## src/rtl/header_pkg.sv

```systemverilog
// Types and helpers shared by the header_adder / header_stripper pair.
package header_pkg;

  typedef enum logic [1:0] {
    S_WAIT_SOP,
    S_HDR,
    S_PAYLOAD
  } hdr_state_e;

  function automatic int unsigned hdr_beats(input int unsigned header_size,
                                            input int unsigned data_width);
    return header_size / data_width;
  endfunction

endpackage

```

## src/rtl/avalon_st_reg_slice.sv

```systemverilog
// One-entry registered Avalon-ST stage; the entry holds while out_valid && !out_ready.
module avalon_st_reg_slice #(
  parameter int unsigned DATA_WIDTH = 8
) (
  input  logic                  clk,
  input  logic                  rst_n,
  input  logic                  in_valid,
  output logic                  in_ready,
  input  logic                  in_sop,
  input  logic                  in_eop,
  input  logic [DATA_WIDTH-1:0] in_data,
  output logic                  out_valid,
  input  logic                  out_ready,
  output logic                  out_sop,
  output logic                  out_eop,
  output logic [DATA_WIDTH-1:0] out_data
);

  assign in_ready = !out_valid || out_ready;

  always_ff @(posedge clk or negedge rst_n) begin
    if (!rst_n) begin
      out_valid <= 1'b0;
      out_sop   <= 1'b0;
      out_eop   <= 1'b0;
      out_data  <= '0;
    end else if (in_ready) begin
      out_valid <= in_valid;
      if (in_valid) begin
        out_sop  <= in_sop;
        out_eop  <= in_eop;
        out_data <= in_data;
      end
    end
  end

endmodule

```

## src/rtl/header_stripper.sv

```systemverilog
// Strips a HEADER_SIZE-bit header off an Avalon-ST packet, presents it in parallel,
// and forwards the payload as a new packet through a registered output entry.
module header_stripper
  import header_pkg::*;
#(
  parameter int unsigned DATA_WIDTH  = 8,
  parameter int unsigned HEADER_SIZE = 16
) (
  input  logic                   clk,
  input  logic                   rst_n,
  input  logic                   data_in_valid,
  output logic                   data_in_ready,
  input  logic                   data_in_sop,
  input  logic                   data_in_eop,
  input  logic [DATA_WIDTH-1:0]  data_in_data,
  output logic [HEADER_SIZE-1:0] header_data,
  output logic                   header_vld,
  output logic                   data_out_valid,
  input  logic                   data_out_ready,
  output logic                   data_out_sop,
  output logic                   data_out_eop,
  output logic [DATA_WIDTH-1:0]  data_out_data,
  output logic                   err
);

  localparam int unsigned   HDR_BEATS = hdr_beats(HEADER_SIZE, DATA_WIDTH);
  localparam int unsigned   CW        = $clog2(HDR_BEATS + 1);
  localparam logic [CW-1:0] LAST      = CW'(HDR_BEATS - 1);

  if (HEADER_SIZE == 0 || (HEADER_SIZE % DATA_WIDTH) != 0) begin : g_bad_cfg
    $error("header_stripper: HEADER_SIZE must be a non-zero multiple of DATA_WIDTH");
  end

  hdr_state_e             state, state_n;
  logic [CW-1:0]          cnt, cnt_n, pos;
  logic [HEADER_SIZE-1:0] hdr_buf, hdr_buf_n, header_n;
  logic                   vld_n, err_n, first_flag, first_n, fwd;
  logic                   accept, slice_ready;

  assign data_in_ready = (state == S_PAYLOAD) ? slice_ready : 1'b1;
  assign accept        = data_in_valid && data_in_ready;

  always_comb begin
    state_n   = state;
    cnt_n     = cnt;
    hdr_buf_n = hdr_buf;
    header_n  = header_data;
    vld_n     = 1'b0;
    err_n     = 1'b0;
    first_n   = first_flag;
    fwd       = 1'b0;
    pos       = '0;
    if (accept) begin
      if (state == S_PAYLOAD && !data_in_sop) begin
        fwd     = 1'b1;
        first_n = 1'b0;
        if (data_in_eop) state_n = S_WAIT_SOP;
      end else if (state == S_WAIT_SOP && !data_in_sop) begin
        err_n = 1'b1;
      end else begin
        // Header beat; a sop anywhere restarts collection at slice 0.
        if (data_in_sop) begin
          pos = '0;
          if (state != S_WAIT_SOP) err_n = 1'b1;
        end else begin
          pos = cnt;
        end
        for (int unsigned i = 0; i < HDR_BEATS; i++) begin
          if (CW'(i) == pos)
            hdr_buf_n[(HDR_BEATS-1-i)*DATA_WIDTH +: DATA_WIDTH] = data_in_data;
        end
        if (pos == LAST) begin
          header_n = hdr_buf_n;
          vld_n    = 1'b1;
          cnt_n    = '0;
          first_n  = 1'b1;
          state_n  = data_in_eop ? S_WAIT_SOP : S_PAYLOAD;
        end else if (data_in_eop) begin
          err_n   = 1'b1;
          cnt_n   = '0;
          state_n = S_WAIT_SOP;
        end else begin
          cnt_n   = pos + 1'b1;
          state_n = S_HDR;
        end
      end
    end
  end

  always_ff @(posedge clk or negedge rst_n) begin
    if (!rst_n) begin
      state       <= S_WAIT_SOP;
      cnt         <= '0;
      hdr_buf     <= '0;
      header_data <= '0;
      header_vld  <= 1'b0;
      err         <= 1'b0;
      first_flag  <= 1'b0;
    end else begin
      state       <= state_n;
      cnt         <= cnt_n;
      hdr_buf     <= hdr_buf_n;
      header_data <= header_n;
      header_vld  <= vld_n;
      err         <= err_n;
      first_flag  <= first_n;
    end
  end

  avalon_st_reg_slice #(
    .DATA_WIDTH(DATA_WIDTH)
  ) u_out (
    .clk      (clk),
    .rst_n    (rst_n),
    .in_valid (fwd),
    .in_ready (slice_ready),
    .in_sop   (first_flag),
    .in_eop   (data_in_eop),
    .in_data  (data_in_data),
    .out_valid(data_out_valid),
    .out_ready(data_out_ready),
    .out_sop  (data_out_sop),
    .out_eop  (data_out_eop),
    .out_data (data_out_data)
  );

endmodule
```

## config.mk

```make
export PLATFORM = sky130hd
export DESIGN_NAME = header_stripper
export DESIGN_NICKNAME = d
export VERILOG_FILES = /design/src/rtl/header_pkg.sv /design/src/rtl/avalon_st_reg_slice.sv /design/src/rtl/header_stripper.sv
export SDC_FILE = /design/constraint.sdc
export NUM_CORES = 1
export LEC_CHECK = 0
export BUFFER_PORTS_ARGS = -buffer_cell sky130_fd_sc_hd__buf_2
export CAP_MARGIN = 20
export CORE_MARGIN = 2
export CORE_UTILIZATION = 59
export CTS_BUF_LIST = sky130_fd_sc_hd__clkbuf_8
export DETAILED_ROUTE_END_ITERATION = 8
export PLACE_DENSITY = 0.95
export SYNTH_ARGS = -nofsm -noshare
export SYNTH_HDL_FRONTEND = slang
export SYNTH_SLANG_ARGS = --single-unit
```

## constraint.sdc

```tcl
create_clock -name clk -period 3.9 [get_ports clk]
set_input_delay 0.39 -clock clk [delete_from_list [all_inputs] [get_ports clk]]
set_output_delay 0.39 -clock clk [all_outputs]
set_load 0.1 [all_outputs]
```

==> reports/metrics.cfg <==
[run_status]
outcome = finished, final reports clean

[cts]
numCtsBuffers = 5
cts_tree = yes
cts_setup_buffers = 0
post_cts_resized = 0
cts_hold_buffers = 0
clockRootBuffer = clkbuf_8
clockBufferDepth = 2
cts.htree.levels = 2
insertion_delay_ns = 0.29
clkTransAtPathRegs_ns = 0.08
cts_sinks = 42

[drt]
vias_per_cell = 5.617
routed-via-count = 1129
wl_um = 3609
drc = 0
wl_per_cell_um = 17.96
first_pass_iters = 4
ant_nets = 0
drt_iter0_drc = 53

[placement]
dp.cells = 193
port-buffer-count = 43
placed_area_um2 = 2056
gp_congestion = 0.7802
dp_hpwl_um = 2522

[flow_run]
max_cap_violations = 0

[timing]
period_needed_ns = 2.040
slew_violations = 0
hold_viol = 0
setup_viol = 0
period_share_pct = 52.30
worst_slew_pin_slew_ns = 0.9078
relSlewSlack_pct = 39.48
rsz0062_at_grt = no
fin_worst_skew_ns = 0.006014
fmaxAchievable_mhz = 490.2
setup_tns_ns = 0

[synthesis]
synth_top_cell_area_share_pct = 56.91
yosysTopAreaCell = dfrtp_1
synthesis.area_um2 = 1847
synth_cells = 123
yosys_warnings = 0
synth_area_per_cell_um2 = 15.01
synth_area_leaders = dfrtp_1 57%, mux2_2 21%, mux2_4 8.1%
synth_cell_types = 24
ys_seq_elements = 42
syn-num-nets = 139
seq_area_frac_synth_pct = 56.91

[layout]
antenna_cells = 0
postLayoutCellArea_um2 = 2147
final_cells = 201
fillers = 220
layout-drive-gt1-share_pct = 58.33
post-route-util_pct = 71.50
area_delta_synth_final_pct = 16.26
nNetsFinal = 183

[worst_setup_path]
cp_max_fo = 8
crit_required_ns = 3.51
end_kind = output port
reg2reg_depth = 5
crit_type = reg -> out
start_kind = register
ff2ff_setup_slack_ns = 2.00
arrival_ns = 1.65

[floorplan]
die-area_um2 = 3593
start_util_pct = 61.50
io_pins = 44
die_w_um = 59.95
die_h_um = 59.95
core_um2 = 3003
fp-row-count = 20

[grt]
grt_remaining_overflow = 0
grt_max_degree = 43
grt_pass1_wl_um = 6003
grt.total_usage_pct = 23.70
antenna_found_initial = 0
grt_pass1_vias = 1218

[worst_hold_path]
hp-class = in -> async

## kinds of logic (layout without fill, tap and decap cells)
family,Yosys count,after routing,share of synthesized area [%]
multiplexers,45,45,29.47
flip-flops,42,42,56.91
AND/OR/NAND/NOR,16,16,5.488
AO/OA/AOI/OAI,9,9,3.591
buffers and inverters,9,54,3.183
adder cells (fa/ha/maj),2,2,1.355
## layer usage
layer | track usage (%) | vias to the layer above | wire length [µm]
met5 | 0 | - | 0
met1 | 28.03 | 564 | 1472
li1 | - | 525 | -
met3 | 5.844 | 8 | 166
met4 | 10.48 | 0 | 73
met2 | 40.68 | 32 | 1896
## final timing paths
path | start | endpoint
min reg2reg | cnt[0] | cnt[0]
max reg2reg | cnt[0] | hdr_buf[15]
max in group asynchronous | rst_n | hdr_buf[13]
max | state[0] | data_in_ready
min | rst_n | header_data[15]
min in group clk | data_in_data[6] | header_data[6]
## cells in the mapped netlist, drive strengths merged
master    n
a31oi     1
nor3      1
clkbuf    2
o31ai     1
nand4     1
nand3     2
nand4bb   1
a21oi     2
nand2     4
o21a      2
inv       3
mux2     45
nor2      3
ha        2
buf       4
a21bo     1
nor2b     1
o311ai    2
dfrtp    42
nand2b    3
## per-stage QoR
step	hold WS [ns]	setup WS, ns
2_1_floorplan	0.09441	1.819
3_3_place_gp	0.4676	1.922
3_5_place_dp	0.4882	1.859
4_1_cts	0.2461	1.864
5_1_grt	0.2807	1.787
6_report	0.2261	1.860
## layout make-up
class                   instances  area, µm²  area share (%)
inverters                       3      11.26          0.5245
clock buffers                   6      82.58           3.846
repair buffers                 43      215.2           10.02
flip-flops and latches         42       1051           48.95
well taps                      33      41.29           1.923
clock inverters                 2      8.758          0.4079
multi-input cells              72      737.0           34.32
## cells in the final DEF (no fill, tap or decap), drive strengths merged
cell and instances:
a21bo 1, a21oi 2, a31oi 1, buf 43, clkbuf 6, clkinv 1, dfrtp 42, ha 2
inv 4, mux2 45, nand2 4, nand2b 3, nand3 2, nand4 1, nand4bb 1, nor2 3
nor2b 1, nor3 1, o21a 2, o311ai 2, o31ai 1
## state kept, by name (all words and copies together), names as in the netlist
name / cells
cnt: 2
u_out.out_data: 8
u_out.out_eop: 1
hdr_buf: 8
header_data: 16
first_flag: 1
header_vld: 1
u_out.out_sop: 1
u_out.out_valid: 1
err: 1
state: 2
## worst max-delay path, cell delays in order (launching register included)
cell and delay [ns]:
dfrtp_1 0.45, nand4bb_1 0.46, buf_2 0.44
Power is left out: the tool's default activity adds up to more than one toggle a clock period on the data nets, which glitch-free logic cannot reach.
